--- src/rtl/pdm_multichannel_frontend.sv ---
// pdm_multichannel_frontend: PDM mic clock generator, 1/2-channel capture, per-channel CIC decimation, tagged PCM FIFO.
// Ports: clk/rst_n (async active-low) system clock and reset; enable starts capture;
//        M_CLK/M_LRSEL/M_DATA microphone pins; pcm_data/pcm_channel/pcm_valid/pcm_ready
//        first-word-fall-through output; overflow (sticky drop flag) cleared by overflow_clr.
// Option: define PDM_DC_BLOCK_EN to insert a saturating per-channel DC blocker after the CIC.
module pdm_multichannel_frontend #(
    parameter int CLK_FREQ          = 100_000_000,
    parameter int PDM_CLK_FREQ      = 1_800_000,
    parameter int NUM_CHANNELS      = 2,
    parameter int PDM_CHANNEL       = 1,
    parameter int CIC_STAGES        = 4,
    parameter int DECIMATION_FACTOR = 64,
    parameter int DATA_WIDTH        = 16,
    parameter int OUT_FIFO_DEPTH    = 4
) (
    input  logic                         clk,
    input  logic                         rst_n,
    input  logic                         enable,
    output logic                         M_CLK,
    output logic                         M_LRSEL,
    input  logic                         M_DATA,
    output logic signed [DATA_WIDTH-1:0] pcm_data,
    output logic                         pcm_channel,
    output logic                         pcm_valid,
    input  logic                         pcm_ready,
    output logic                         overflow,
    input  logic                         overflow_clr
);
    localparam int HP  = CLK_FREQ / (2 * PDM_CLK_FREQ);
    localparam int DVW = $clog2(HP);
    localparam int LR  = $clog2(DECIMATION_FACTOR);
    localparam int N   = CIC_STAGES;
    localparam int W   = N * LR + 2;
    localparam int DW  = DATA_WIDTH;
    localparam int SH  = W > DW ? W - DW : 0;
    localparam int AW  = $clog2(OUT_FIFO_DEPTH);
    localparam int WCW = $clog2(N + 1);
    localparam logic [DVW-1:0] DIV_MAX = DVW'(HP - 1);
    localparam logic [WCW-1:0] WARM    = WCW'(N);
    localparam logic [AW:0]    FULL    = (AW + 1)'(OUT_FIFO_DEPTH);
    localparam logic [1:0]     CH_EN   = NUM_CHANNELS == 2 ? 2'b11 : (PDM_CHANNEL == 1 ? 2'b10 : 2'b01);

    logic [DVW-1:0]      div;
    logic [1:0]          sync, cap, dec;
    logic                started, ch, push_raw, push, push_ch;
    logic [LR-1:0]       scnt [2];
    logic [WCW-1:0]      warm [2];
    logic signed [W-1:0] integ [2][N];
    logic signed [W-1:0] dly [2][N];
    logic signed [W-1:0] nd [N];
    logic signed [W-1:0] x, cmb_out;
    logic signed [DW-1:0] cic_out, push_data;

    assign M_LRSEL = NUM_CHANNELS == 2 ? 1'b0 : 1'(PDM_CHANNEL);
    // bit 1 -> +1, bit 0 -> -1 in W-bit two's complement
    assign x = {{(W - 1){~sync[1]}}, 1'b1};
    // ch0 samples on the cycle whose edge drops M_CLK, ch1 on the rising one;
    // ch1 waits for the first ch0 sample so every frame completes ch0 first
    assign cap[0] = enable && div == DIV_MAX && M_CLK && CH_EN[0];
    assign cap[1] = enable && div == DIV_MAX && !M_CLK && CH_EN[1] && (started || NUM_CHANNELS == 1);
    assign ch = dec[1];

    always_comb begin
        cmb_out = integ[ch][N-1];
        for (int k = 0; k < N; k++) begin
            nd[k] = cmb_out;
            cmb_out = cmb_out - dly[ch][k];
        end
    end

    assign cic_out = DW'(cmb_out >>> SH);
    assign push_raw = enable && |dec && warm[ch] == WARM;

    always_ff @(posedge clk or negedge rst_n) begin
        if (!rst_n) begin
            sync <= '0;
            div <= '0;
            M_CLK <= 1'b0;
            started <= 1'b0;
            dec <= '0;
            for (int c = 0; c < 2; c++) begin
                scnt[c] <= '0;
                warm[c] <= '0;
                for (int k = 0; k < N; k++) begin
                    integ[c][k] <= '0;
                    dly[c][k] <= '0;
                end
            end
        end else begin
            sync <= {sync[0], M_DATA};
            div <= (!enable || div == DIV_MAX) ? '0 : div + 1'b1;
            M_CLK <= enable && (M_CLK ^ (div == DIV_MAX));
            started <= enable && (started || cap[0]);
            dec <= {cap[1] && &scnt[1], cap[0] && &scnt[0]};
            for (int c = 0; c < 2; c++) begin
                if (!enable) begin
                    scnt[c] <= '0;
                    warm[c] <= '0;
                    for (int k = 0; k < N; k++) begin
                        integ[c][k] <= '0;
                        dly[c][k] <= '0;
                    end
                end else begin
                    if (cap[c]) begin
                        scnt[c] <= scnt[c] + 1'b1;
                        integ[c][0] <= integ[c][0] + x;
                        for (int k = 1; k < N; k++) integ[c][k] <= integ[c][k] + integ[c][k-1];
                    end
                    if (dec[c]) begin
                        warm[c] <= warm[c] == WARM ? WARM : warm[c] + 1'b1;
                        for (int k = 0; k < N; k++) dly[c][k] <= nd[k];
                    end
                end
            end
        end
    end

`ifdef PDM_DC_BLOCK_EN
    localparam int EW = DW + 4;
    localparam logic signed [DW-1:0] PMAX = {1'b0, {(DW - 1){1'b1}}};
    localparam logic signed [DW-1:0] NMIN = {1'b1, {(DW - 1){1'b0}}};
    logic                 s_vld, s_ch;
    logic signed [DW-1:0] s_x;
    logic signed [EW-1:0] xp [2];
    logic signed [EW-1:0] yp [2];
    logic signed [EW-1:0] y;

    assign y = EW'(s_x) - xp[s_ch] + yp[s_ch] - (yp[s_ch] >>> 8);
    assign push = enable && s_vld;
    assign push_ch = s_ch;
    assign push_data = y > EW'(PMAX) ? PMAX : y < EW'(NMIN) ? NMIN : y[DW-1:0];

    always_ff @(posedge clk or negedge rst_n) begin
        if (!rst_n) begin
            s_vld <= 1'b0;
            s_ch <= 1'b0;
            s_x <= '0;
            for (int c = 0; c < 2; c++) begin
                xp[c] <= '0;
                yp[c] <= '0;
            end
        end else begin
            s_vld <= push_raw;
            s_ch <= ch;
            s_x <= cic_out;
            for (int c = 0; c < 2; c++) begin
                if (!enable) begin
                    xp[c] <= '0;
                    yp[c] <= '0;
                end else if (s_vld && s_ch == 1'(c)) begin
                    xp[c] <= EW'(s_x);
                    yp[c] <= y;
                end
            end
        end
    end
`else
    assign push = push_raw;
    assign push_ch = ch;
    assign push_data = cic_out;
`endif

    logic [DW:0]   mem [OUT_FIFO_DEPTH];
    logic [AW-1:0] wp, rp;
    logic [AW:0]   cnt;
    logic          pop, full, wr;

    assign pcm_valid = cnt != '0;
    assign {pcm_channel, pcm_data} = mem[rp];
    assign pop = pcm_valid && pcm_ready;
    assign full = cnt == FULL;
    // a simultaneous pop frees the slot, so a push into a full FIFO still lands
    assign wr = push && (!full || pop);

    always_ff @(posedge clk or negedge rst_n) begin
        if (!rst_n) begin
            wp <= '0;
            rp <= '0;
            cnt <= '0;
            overflow <= 1'b0;
            for (int i = 0; i < OUT_FIFO_DEPTH; i++) mem[i] <= '0;
        end else begin
            if (wr) begin
                mem[wp] <= {push_ch, push_data};
                wp <= wp + 1'b1;
            end
            if (pop) rp <= rp + 1'b1;
            cnt <= cnt + (AW + 1)'(wr) - (AW + 1)'(pop);
            overflow <= (push && full && !pop) || (overflow && !overflow_clr);
        end
    end
endmodule
--- config.mk ---
export PLATFORM = sky130hd
export DESIGN_NAME = pdm_multichannel_frontend
export DESIGN_NICKNAME = d
export VERILOG_FILES = /design/src/rtl/pdm_multichannel_frontend.sv
export SDC_FILE = /design/constraint.sdc
export NUM_CORES = 2
export LEC_CHECK = 0
export CORE_MARGIN = 2
export CORE_UTILIZATION = 59
export DETAILED_ROUTE_END_ITERATION = 12
export PLACE_DENSITY = 0.77
export SETUP_SLACK_MARGIN = 0.05
export SLEW_MARGIN = 20
export SYNTH_ARGS = -nofsm -noshare
export SYNTH_HDL_FRONTEND = slang
export SYNTH_SLANG_ARGS = --single-unit
export TNS_END_PERCENT = 5
--- constraint.sdc ---
create_clock -name clk -period 8.8 [get_ports clk]
set_input_delay 1.76 -clock clk [delete_from_list [all_inputs] [get_ports clk]]
set_output_delay 1.76 -clock clk [all_outputs]
set_load 0.02 [all_outputs]
==> report_table.html <==
<table>
<tr><th>Metric</th><th>Value</th></tr>
<tr><th colspan="2">Detailed routing</th></tr>
<tr><td>Detailed Route WL</td><td>76.44 mm</td></tr>
<tr><td>DRC errors left</td><td>0</td></tr>
<tr><td>Post-route antenna net violation count</td><td>0</td></tr>
<tr><td>Detailed-routing iteration count for the pre-antenna-repair pass</td><td>5</td></tr>
<tr><td>Vias post-DR</td><td>27.23k</td></tr>
<tr><td>Wire per inst</td><td>approximately 17 um</td></tr>
<tr><td>Number of violations reported at the end of detailed-routing iteration 0</td><td>1,794</td></tr>
<tr><td>Drt via density</td><td>5.884</td></tr>
<tr><th colspan="2">Placed design</th></tr>
<tr><td>Count of buffers inserted at the top-level ports</td><td>25</td></tr>
<tr><td>Instance area at placement</td><td>~0.036 mm2</td></tr>
<tr><td>Cells after DPL</td><td>around 4.5k</td></tr>
<tr><td>Weighted congestion reported at the end of routability-driven placement</td><td>0.8550</td></tr>
<tr><td>Post-detailed-placement half-perimeter wirelength</td><td>~52 mm</td></tr>
<tr><th colspan="2">Clock tree</th></tr>
<tr><td>Clock sinks</td><td>521</td></tr>
<tr><td>Clock insertion delay at the later pin of the skew report</td><td>~0.63 ns</td></tr>
<tr><td>Clock Tree Buf Depth</td><td>3</td></tr>
<tr><td>Number of hold-repair buffers added at the cts stage</td><td>0</td></tr>
<tr><td>Number of buffers inserted during clock tree synthesis</td><td>58</td></tr>
<tr><td>Clock root cell</td><td>clkbuf_16</td></tr>
<tr><td>CTS tree</td><td>done</td></tr>
<tr><td>Clk slew on worst S/H paths</td><td>0.06 ns</td></tr>
<tr><td>Level count of the clock H-tree</td><td>2</td></tr>
<tr><th colspan="2">Global route</th></tr>
<tr><td>Number of global-route vias before repair</td><td>26.23k</td></tr>
<tr><td>Total global routing track utilization</td><td>0.2506</td></tr>
<tr><td>Initial antenna violation count</td><td>0</td></tr>
<tr><td>Maximum number of pins on one net before global-route repair</td><td>182</td></tr>
<tr><td>GRT Residual Overflow</td><td>0</td></tr>
<tr><td>First-pass GRT wire length</td><td>129.5 mm</td></tr>
<tr><th colspan="2">STA</th></tr>
<tr><td>Setup clock skew after layout</td><td>0.02535 ns</td></tr>
<tr><td>Transition time at the pin with the least slew margin</td><td>1.035 ns</td></tr>
<tr><td>Setup Total Neg Slack</td><td>0 ns</td></tr>
<tr><td>RSZ-0062 raised after global routing</td><td>no</td></tr>
<tr><td>Highest attainable clock frequency</td><td>about 120 MHz</td></tr>
<tr><td>Max-slew headroom at the worst pin</td><td>0.3099</td></tr>
<tr><td>Share of the clock period used by the worst path</td><td>0.9461</td></tr>
<tr><td>Final critical path time including I/O delays and setup</td><td>8.326 ns</td></tr>
<tr><td>Count of final hold-check violations</td><td>0</td></tr>
<tr><td>Number of failing setup endpoints in the final timing report</td><td>0</td></tr>
<tr><td>Max Slew Vio Count</td><td>0</td></tr>
<tr><th colspan="2">Worst setup path</th></tr>
<tr><td>Crit path required time</td><td>9.27 ns</td></tr>
<tr><td>Total stage count of the critical path</td><td>36</td></tr>
<tr><td>CP delay by family, top</td><td>compound AO/OA/AOI/OAI gates</td></tr>
<tr><td>Critical path fanouts, max</td><td>11</td></tr>
<tr><td>Crit-path most repeated cell</td><td>ha_1</td></tr>
<tr><td>CP Launch Type</td><td>register</td></tr>
<tr><td>R2R cell count</td><td>36</td></tr>
<tr><td>Worst Setup Path Type</td><td>reg2reg</td></tr>
<tr><td>Worst setup path startpoint</td><td>dec[1]$_DFF_PN0_</td></tr>
<tr><td>CP max stage delay</td><td>0.52 ns</td></tr>
<tr><td>CP max stage cell</td><td>dfrtp_4</td></tr>
<tr><td>Reg-to-reg critical path startpoint</td><td>dec[1]$_DFF_PN0_</td></tr>
<tr><td>CP Buf/Inv Count</td><td>0</td></tr>
<tr><td>CP arrival</td><td>8.80 ns</td></tr>
<tr><td>Setup crit end kind</td><td>register</td></tr>
<tr><th colspan="2">Synthesis</th></tr>
<tr><td>Gate Count Post-Synth</td><td>3,840</td></tr>
<tr><td>Top flip-flop cell by instance count after synthesis</td><td>dfrtp_1</td></tr>
<tr><td>Flops &amp; latches, synth</td><td>521</td></tr>
<tr><td>Synth Area in XOR/XNOR</td><td>0.06496</td></tr>
<tr><td>Synthesized net count</td><td>4,169</td></tr>
<tr><td>Area fraction in and, or, nand and nor cells after synthesis</td><td>0.1495</td></tr>
<tr><td>Post-synthesis adder-cell area fraction</td><td>0.1175</td></tr>
<tr><td>Number of different library cells in the post-synthesis netlist</td><td>77</td></tr>
<tr><td>Share of synthesized flip-flops with an asynchronous set or reset</td><td>1.000</td></tr>
<tr><td>Largest family of logic cells by synthesized area</td><td>compound AO/OA/AOI/OAI gates</td></tr>
<tr><td>Number of warnings issued by yosys</td><td>0</td></tr>
<tr><td>Post-synthesis cell area</td><td>0.03515 mm2</td></tr>
<tr><td>Sequential share of the synthesized area</td><td>0.3709</td></tr>
<tr><td>Share of the synthesized area in compound gates (AO/OA/AOI/OAI)</td><td>0.1710</td></tr>
<tr><td>Mux contribution to synthesized area</td><td>0.09892</td></tr>
<tr><td>Post-synth EDFFs</td><td>0</td></tr>
<tr><td>Syn Area/Cell</td><td>9.154 um2</td></tr>
<tr><th colspan="2">Power and ir drop</th></tr>
<tr><td>Static leakage power</td><td>approximately 18 nW</td></tr>
<tr><td>Comb pwr share</td><td>0.027</td></tr>
<tr><td>Internal power contribution</td><td>3.983 mW</td></tr>
<tr><td>Worst supply voltage drop on vdd</td><td>0.0001565 V</td></tr>
<tr><td>Power Total</td><td>5.135 mW</td></tr>
<tr><td>Proportion of total power due to net switching</td><td>0.2242</td></tr>
<tr><td>Share of total power in sequential cells</td><td>0.467</td></tr>
<tr><td>Proportion of power drawn by the clock network</td><td>0.506</td></tr>
<tr><td>Cell area power density</td><td>134.2 mW/mm2</td></tr>
<tr><td>Net switching component of the power</td><td>1.151 mW</td></tr>
<tr><th colspan="2">Floorplanning</th></tr>
<tr><td>Chip Height</td><td>248.1 um</td></tr>
<tr><td>Area of the die</td><td>0.06154 mm2</td></tr>
<tr><td>Std cell rows</td><td>89</td></tr>
<tr><td>Horizontal die dimension</td><td>248.1 um</td></tr>
<tr><td>Core outline area</td><td>0.05891 mm2</td></tr>
<tr><td>Initial Util</td><td>0.5967</td></tr>
<tr><td>I/O pins</td><td>27</td></tr>
<tr><th colspan="2">Cells and area</th></tr>
<tr><td>Area Growth Syn to Fin</td><td>8.846%</td></tr>
<tr><td>Nets@finish</td><td>4,136</td></tr>
<tr><td>Finished Core Util</td><td>0.6495</td></tr>
<tr><td>ANT cells</td><td>0</td></tr>
<tr><td>Top library cells by usage in the layout, fill and taps aside</td><td>519 x dfrtp_1, 485 x nand2_1, 403 x a21oi_1</td></tr>
<tr><td>Fillers</td><td>4,759</td></tr>
<tr><td>Proportion of layout cells with a drive suffix above 1</td><td>0.06487</td></tr>
<tr><td>Most frequent standard cell in the layout excluding fill and tap cells</td><td>dfrtp_1</td></tr>
<tr><td>Final cell count without fillers</td><td>about 4.6k</td></tr>
<tr><td>Post-layout instance area</td><td>0.03826 mm2</td></tr>
<tr><th colspan="2">Min path</th></tr>
<tr><td>Number of cells on the worst hold path</td><td>0</td></tr>
<tr><td>Worst hold path type</td><td>reg2reg</td></tr>
<tr><td>Critical hold path startpoint</td><td>sync[0]$_DFF_PN0_</td></tr>
<tr><th colspan="2">Status</th></tr>
<tr><td>Result of the run</td><td>complete, no violations</td></tr>
<tr><th colspan="2">Job</th></tr>
<tr><td>Number of violations of the max-capacitance limit</td><td>0</td></tr>
</table>
cell usage after synthesis, drive strengths merged (67+ instances only):
cell,count,area share
ha,311,0.11
nor2,328,0.035
nand3,67,0.0095
clkbuf,127,0.014
nand2,486,0.052
mux2i,245,0.070
xnor2,172,0.043
inv,103,0.011
xor2,87,0.022
a21oi,404,0.058
a21o,122,0.026
o21ai,201,0.029
dfrtp,521,0.37
cell type report:
class,count,area [um2],area share
clock buffers,78,1657,0.04330
clock inverters,29,415.4,0.01086
inverters,103,394.1,0.01030
multi-input cells,3066,21240,0.5551
flip-flops and latches,521,13050,0.3410
well taps,773,967.2,0.02528
repair buffers,57,544.3,0.01423
worst register-to-register path: cells and delay by family, from the launching register on:
family / cells / cell delay, ns
fa+ha+maj: 5 / 1.66
compound gates: 14 / 2.78
simple gates: 11 / 1.83
xor+xnor: 5 / 1.03
mux: 1 / 0.36
flops: 1 / 0.52
layer usage:
metal | vias up | wire length, um | track usage
li1 | 13550 | - | -
met1 | 13130 | 35660 | 0.3436
met2 | 414 | 36060 | 0.4155
met3 | 125 | 2514 | 0.03135
met4 | 0 | 2197 | 0.07749
met5 | - | 0 | 0
power groups by stage:
stage               clock (mW)  combinational, mW  sequential, mW
floorplan                    0             0.0647            2.44
global route              2.75              0.156            2.40
detailed placement           0              0.141            2.44
global placement             0              0.139            2.44
finish                    2.60              0.138            2.40
CTS                       2.65              0.141            2.40
state kept, by name, summed over array words and instances (netlist names):
register	count
dec	2
cnt	3
wp	2
div	5
scnt	12
integ	208
overflow	1
M_CLK	1
started	1
warm	6
mem	68
dly	208
rp	2
sync	2
path summary, 6_finish.rpt:
path                            slack, ns                    end
worst max-delay path                 0.47    mem[49]$_DFFE_PN0P_
worst min-delay path                 0.35      sync[1]$_DFF_PN0_
worst max register to register       0.47    mem[49]$_DFFE_PN0P_
worst min register to register       0.35      sync[1]$_DFF_PN0_
max in group asynchronous            6.22  integ[11]$_DFFE_PN0P_
min in group asynchronous            1.16   dly[131]$_DFFE_PN0P_
timing repair:
item / in CTS / in global routing
endpoints found under the hold margin: 0 / 0
gates resized for setup: 0 / 12
setup endpoints to repair: 0 / 8
setup buffers: 0 / 3
kinds of logic after synthesis:
group	count (synthesis)
AND/OR/NAND/NOR	1176
adder cells (fa/ha/maj)	323
AO/OA/AOI/OAI	988
other	1
XOR/XNOR	259
flip-flops	521
buffers and inverters	253
multiplexers	319
metrics by stage:
step,setup WS (ns),hold WS (ns)
2_1_floorplan,0.6860,0.3312
5_1_grt,0.01694,0.3581
3_5_place_dp,0.3923,0.3379
4_1_cts,0.3332,0.3513
3_3_place_gp,0.5665,0.3372
6_report,0.4743,0.3509
Power figures use the tool's default switching activity.
